## config.mk

```make
export PLATFORM = sky130hd
export DESIGN_NAME = mem_unit
export DESIGN_NICKNAME = d
export VERILOG_FILES = /design/src/rtl/mem_unit.sv
export SDC_FILE = /design/constraint.sdc
export NUM_CORES = 2
export LEC_CHECK = 0
export CORE_AREA = 4 4 512 464
export DETAILED_ROUTE_END_ITERATION = 8
export DIE_AREA = 0 0 516 468
export MAX_ROUTING_LAYER = met4
export PLACE_DENSITY = 0.68
export SLEW_MARGIN = 15
export SYNTH_ARGS = -nofsm -noshare
export SYNTH_HDL_FRONTEND = slang
export SYNTH_SLANG_ARGS = --single-unit
```

## constraint.sdc

```tcl
create_clock -name clk -period 91.8 [get_ports clk]
set_clock_uncertainty 0.2 [all_clocks]
set_input_delay 22.95 -clock clk [delete_from_list [all_inputs] [get_ports clk]]
set_output_delay 22.95 -clock clk [all_outputs]
set_load 0.01 [all_outputs]
```

## src/rtl/mem_unit.sv

```systemverilog
// Data-memory responder for the load/store reservation stations: one request at a time,
// fixed per-operation latency, completion held until the requester withdraws.
module mem_unit #(
    parameter int ADDR_BITS  = 5,
    parameter int LD_LATENCY = 3,
    parameter int ST_LATENCY = 2
) (
    input  logic        clk,
    input  logic        rst,
    input  logic [1:0]  control,
    input  logic [63:0] mem_address,
    input  logic [63:0] mem_data,
    input  logic [3:0]  mem_tag,
    output logic        mem_ready,
    output logic [63:0] ld_data,
    output logic [3:0]  done_tag,
    output logic        done_is_ld,
    output logic        busy
);

    localparam int DEPTH = 1 << ADDR_BITS;
    localparam int CNT_W = 8;

    typedef enum logic [1:0] {
        ST_IDLE = 2'b00,
        ST_BUSY = 2'b01,
        ST_DONE = 2'b10
    } state_t;

    state_t                 state_r;
    logic [CNT_W-1:0]       cnt_r;
    logic [3:0]             tag_r;
    logic                   is_ld_r;
    logic [ADDR_BITS-1:0]   idx_r;
    logic [63:0]            data_r;
    logic [63:0]            mem_r [DEPTH];

    logic                   is_req_s;
    logic                   withdraw_s;
    logic [ADDR_BITS-1:0]   idx_s;
    logic                   unused_addr_s;

    // Request decode; control[1] set means idle (both 2'b11 and 2'b10).
    assign is_req_s      = (control == 2'b01) || (control == 2'b00);
    assign withdraw_s    = control[1] || (mem_tag != tag_r);
    assign idx_s         = mem_address[ADDR_BITS+2:3];
    assign unused_addr_s = ^{mem_address[63:ADDR_BITS+3], mem_address[2:0]};

    // Request FSM, memory array and registered completion outputs.
    always_ff @(posedge clk or posedge rst) begin
        if (rst) begin
            state_r    <= ST_IDLE;
            cnt_r      <= {CNT_W{1'b0}};
            tag_r      <= 4'd0;
            is_ld_r    <= 1'b0;
            idx_r      <= {ADDR_BITS{1'b0}};
            data_r     <= 64'd0;
            mem_ready  <= 1'b0;
            ld_data    <= 64'd0;
            done_tag   <= 4'd0;
            done_is_ld <= 1'b0;
            busy       <= 1'b0;
            for (int i = 0; i < DEPTH; i++) begin
                mem_r[i] <= 64'd0;
            end
        end else begin
            case (state_r)
                ST_IDLE: begin
                    if (is_req_s) begin
                        tag_r   <= mem_tag;
                        is_ld_r <= control[0];
                        idx_r   <= idx_s;
                        data_r  <= mem_data;
                        cnt_r   <= control[0] ? CNT_W'(LD_LATENCY - 1)
                                              : CNT_W'(ST_LATENCY - 1);
                        busy    <= 1'b1;
                        state_r <= ST_BUSY;
                    end else begin
                        busy    <= 1'b0;
                    end
                end
                ST_BUSY: begin
                    // An abort on the final counting edge still suppresses the store.
                    if (withdraw_s) begin
                        busy    <= 1'b0;
                        state_r <= ST_IDLE;
                    end else if (cnt_r == {CNT_W{1'b0}}) begin
                        if (is_ld_r) begin
                            ld_data <= mem_r[idx_r];
                        end else begin
                            mem_r[idx_r] <= data_r;
                        end
                        mem_ready  <= 1'b1;
                        done_tag   <= tag_r;
                        done_is_ld <= is_ld_r;
                        state_r    <= ST_DONE;
                    end else begin
                        cnt_r <= cnt_r - CNT_W'(1);
                    end
                end
                ST_DONE: begin
                    if (withdraw_s) begin
                        mem_ready  <= 1'b0;
                        done_tag   <= 4'd0;
                        done_is_ld <= 1'b0;
                        busy       <= 1'b0;
                        state_r    <= ST_IDLE;
                    end else begin
                        mem_ready  <= 1'b1;
                    end
                end
                default: begin
                    mem_ready  <= 1'b0;
                    done_tag   <= 4'd0;
                    done_is_ld <= 1'b0;
                    busy       <= 1'b0;
                    state_r    <= ST_IDLE;
                end
            endcase
        end
    end

endmodule

```

Yosys cells after proc, flatten, opt, wreduce, memory -nomap -nowiden
Cells that the tools add are included.

storage, ports and cells
  output and inout bits = 71
  input bits = 136
  logic and storage cells = 106
  bits in registers = 2203

cells by class
  bitwise logic cells = 4
  magnitude comparators = 2
  mux-type cells = 30
  equal/unequal tests = 11
  add/subtract/negate cells = 1
  reductions and logical operators = 15

operators with widths
  cell                                                       number
  bitwise mux 2048 bit                                       1
  binary-select mux 64 bit (select 5 bit)                    1
  demux 64 bit (select 5 bit)                                1
  two-way mux 64 bit                                         3
  two-way mux 8 bit                                          3
  one-hot mux 8 bit (2 select lines)                         1
  AND reduction 4 bit                                        4
  two-way mux 4 bit                                          3
  one-hot mux 4 bit (3 select lines)                         1
  two-way mux 2 bit                                          5
  != test 2 bit (second input constant)                      5
  logical NOT 8 bit                                          1
  subtractor 8 x 1 -> 8 bit (second input constant)          1
  two-way mux 1 bit                                          7
  greater-or-equal comparator 6 bit (second input constant)  1
  < comparator 6 x 1 -> 1 bit (second input constant)        1
  NOT 5 -> 6 bit                                             1
  one-hot mux 1 bit (3 select lines)                         2
  one-hot mux 2 bit (3 select lines)                         1
  AND reduction 3 bit                                        2
  equality test 2 x 1 -> 1 bit (second input constant)       2
  logical NOT 2 bit                                          2
  != test 4 bit                                              1
  != test 3 bit (second input constant)                      1
  9 further kinds                                            12

Longest topological paths before layout
  word-level depth = 6
  depth in mapped cells = 10
  gate-level depth less buffers = 7

Least setup slack after synthesis
OpenSTA, ideal clock, no wires.

  path type = input port to flip-flop
  from = input mem_tag[3]
  to = register mem_r[1408] in the netlist's numbering
  arrival time = 24766 ps
  setup time = 125 ps
  stages on the path = 7
  path buffers = 2
  setup slack = 66709 ps
  path through = xor2_1 nor3_2 nand4_4 buf_6 nor3_4 buf_6 mux2_2

between the ends
  cells in the longest elaborated chain, start to end = 4

ends and longest elaborated chain
  element                         line  RTL
  start: declaration              13    input logic [3:0] mem_tag,
  != test 4 bit                   45    assign withdraw_s = control[1] || (mem_tag != tag_r);
  logical OR 1 bit                45
  NOT 1 bit (no line)             --
  AND reduction 4 bit (no line)   --
  end signal: indexed assignment  91    mem_r[idx_r] <= data_r;
  end: declaration                36    logic [63:0] mem_r [DEPTH];

Every way passes these cells.
A chain may end at the register's enable or synchronous reset.

==> key figures <==
Status
  • Status: finished, final reports clean

Yosys
  • Total nets after synthesis: 6,716
  • Sequential area share after synthesis: 0.555
  • Compound-Gate Fraction of Synth Area: 0.0291
  • Syn Area/Cell: 15.1 um2
  • Synth Area in Adders: 0.000504
  • Synthesized area: 0.0994 mm2
  • Post-synth EDFFs: 0
  • Post-synthesis xor/xnor area fraction: 0.000353
  • Synth Area in Simple Gates: 0.0236
  • Distinct cells, synth: 66
  • Main synth FF type: dfrtp_1
  • FF+latch count, synth: 2,203
  • Total number of yosys warnings: 0
  • Ys async rst share: 1.00
  • Gate Count Post-Synth: 6,576
  • Largest family of logic cells by synthesized area: multiplexers
  • Multiplexer share of the synthesized area: 0.361

Place
  • IO buf count: 147
  • Hpwl dp: 159 mm
  • Gp weighted congestion: 0.787

Critical path
  • Critical path data arrival time: 29.59 ns
  • Worst Path Max Fanout: 187
  • Kind of end point of the critical path: async pin
  • WP buf/inv: 8
  • Top cell by count, worst path: buf_4
  • Worst Setup Path Type: in2async
  • Max incr delay on CP: 0.92 ns
  • CP Cell Sequence: clkdlybuf4s50_1 > inv_8 > buf_4 > buf_4 > buf_4 > buf_4 > buf_12 > buf_4
  • R2r setup slk: 85.86 ns
  • Worst EP required: 92.43 ns
  • Startpoint types: input port
  • Critical path's slowest cell: buf_4
  • Worst path top cell family by delay: buffers and inverters

Pwr
  • Power per standard cell area: 24.1 mW/mm2
  • Sw frac: 0.344
  • Clock power frac: 0.348
  • Seq pwr share: 0.443
  • Maximum VDD drop: 31.9 uV
  • Leakage power: 53.9 nW
  • Combinational power share: 0.209
  • NetSw: 0.000920 W
  • Int Pwr: 0.00175 W
  • Total power: 0.00267 W

Routing
  • ANT nets after route: 0
  • Vias per cell: 6.01
  • Wire per inst: 29.5 um
  • Starting DRT DRC Count: 5,153
  • Drt pass-1 iters: 5
  • DRC: 0
  • DRT Wirelength: 286 mm
  • Routed via count: 58,389

Clocking
  • CTS tree: built
  • Max clock buf depth: 3
  • Sink Count: 2,203
  • CTS clk-pin slew, worst paths: 0.06 ns
  • Postcts setup bufs: 0
  • Hold Buf Count CTS: 0
  • Post_cts resized: 0
  • H-tree levels: 4
  • Clk_lat worst skew: 0.86 ns
  • Clk root buf: clkbuf_16
  • CTS Buf Count: 214

STA
  • Unrepaired setup endpoints after global routing: false
  • Slew headroom: 0.166
  • Final setup fails: 0
  • Setup TNS Final: 0 ns
  • Final min period: 28.96 ns
  • Final Hold Fails: 0
  • Final Cycle Share: 0.315
  • FMAX: 34.5 MHz
  • Pins Over Slew Limit: 0
  • Worst-Margin Slew: 1.25 ns

Worst hold path
  • HP Class: reg2reg

Global route
  • Vias in the first global route: 61,105
  • Total Routing Usage GR: 0.244
  • Initial antenna violation count: 12
  • Overflow after GRT: 0
  • Pin count of the biggest net entering global routing: 188
  • First-pass GRT wire length: 424 mm

Finish
  • Share of cells above drive strength 1: 0.444
  • Layout area overhead: 11.3%
  • Fin nets: 6,610

Run
  • Max cap viols: 0

Die
  • Core box area: 0.232 mm2
  • Top Ports: 207
  • DIE AREA: 0.241 mm2
  • Starting Density: 0.428
  • Die Ht: 468 um
  • Num rows: 168
  • Die W: 516 um
## stage by stage
step,setup WS [ns],area (um2),util,cells,hold WS [ns]
2_1_floorplan,6.41,99400,-,6576,0.252
3_3_place_gp,61.92,103000,0.444,9313,0.262
3_5_place_dp,61.62,103000,0.445,9314,0.271
4_1_cts,62.58,111000,0.477,9712,0.285
5_1_grt,61.83,111000,0.477,9716,0.292
6_report,62.84,111000,0.477,9719,0.282
## path summary, 6_finish.rpt
path / end / startpoint / cells after the start
setup / recovery: mem_r[246]$_DFFE_PP0P_ / rst / 8
hold / removal: mem_r[853]$_DFFE_PP0P_ / mem_r[853]$_DFFE_PP0P_ / 1
setup reg to reg: mem_r[1397]$_DFFE_PP0P_ / idx_r[1]$_DFFE_PP0P_ / 7
hold reg to reg: mem_r[853]$_DFFE_PP0P_ / mem_r[853]$_DFFE_PP0P_ / 1
max in group clk: mem_r[1488]$_DFFE_PP0P_ / mem_tag[3] / 8
min in group asynchronous: mem_r[752]$_DFFE_PP0P_ / rst / 2
## synthesized netlist by cell type (all sizes together), types with 7 or more instances
cell        n  area, um2
o22a        9       78.8
clkbuf    321       1200
nand3      22        110
a211oi     37        278
a31oi      29        181
and3       23        144
buf       303       1800
nand4      21        153
nor3       31        363
mux4      324       7300
o22ai     123        769
mux2i     397       3970
nor2       69        279
o2111ai     7       61.3
nor2b       8       50.1
a221oi     20        175
nor4        9       77.6
or3        13       81.3
o21a        7       52.6
o21ai      17       85.1
dfrtp    2203      55100
and2        7       43.8
a21oi      40        200
a211o      20        175
nand2     217        815
a22o       11       96.3
inv        13       48.8
mux2     2145      24600
a22oi      77        578
## layer usage
metal  routed length, um  vias up  track usage
li1                    -    23953            -
met1              129000    32185        0.344
met2              132000     1811        0.370
met3               18500      440       0.0411
met4                7170        0       0.0599
met5                   0        -            -
## state kept, by name, summed over array words and instances, names as in the netlist
signal / cells
busy: 1
done_is_ld: 1
cnt_r: 8
is_ld_r: 1
mem_r: 2048
idx_r: 5
tag_r: 4
mem_ready: 1
state_r: 2
done_tag: 4
ld_data: 64
data_r: 64
## area by class of cell
class,instances,area (um2)
fillers,19802,121000
well taps,3060,3830
repair buffers,302,2740
multi-input cells,3736,41400
inverters,13,58.8
clock buffers,319,6430
clock inverters,79,1050
flip-flops and latches,2203,55100
diodes,7,17.5
## power by group through the flow
stage / Combinational [W] / Clock (W) / Sequential, W
finish: 0.000558 / 0.000930 / 0.00118
global route: 0.000582 / 0.000984 / 0.00120
CTS: 0.000559 / 0.000945 / 0.00118
detailed placement: 0.000558 / 0 / 0.00120
global placement: 0.000554 / 0 / 0.00119
floorplan: 0.000423 / 0 / 0.00107
## logic make-up (layout without fill, tap and decap cells)
logic type,after synthesis,after routing
mux,2866,2866
flops,2203,2203
buf+inv,637,713
simple gates,447,447
compound gates,415,415
fa+ha+maj,4,4
xor+xnor,4,4
other cells,0,7
## placed cells by master, fill, tap and decap left out, types with 20 or more instances in the layout
cell	count
mux2_4	120
nor2_1	58
a21oi_1	40
clkdlybuf4s50_1	147
nand3_1	22
a31oi_1	29
a221oi_1	20
clkbuf_8	62
mux2_1	100
dfrtp_1	2198
a22oi_1	77
a211oi_1	37
nand2_1	217
mux2_2	1925
clkinv_2	41
mux2i_1	397
clkbuf_16	217
a211o_1	20
buf_4	146
clkbuf_1	40
and3_1	23
o22ai_1	123
mux4_2	324
No activity file was read; power rests on OpenSTA's default activity.
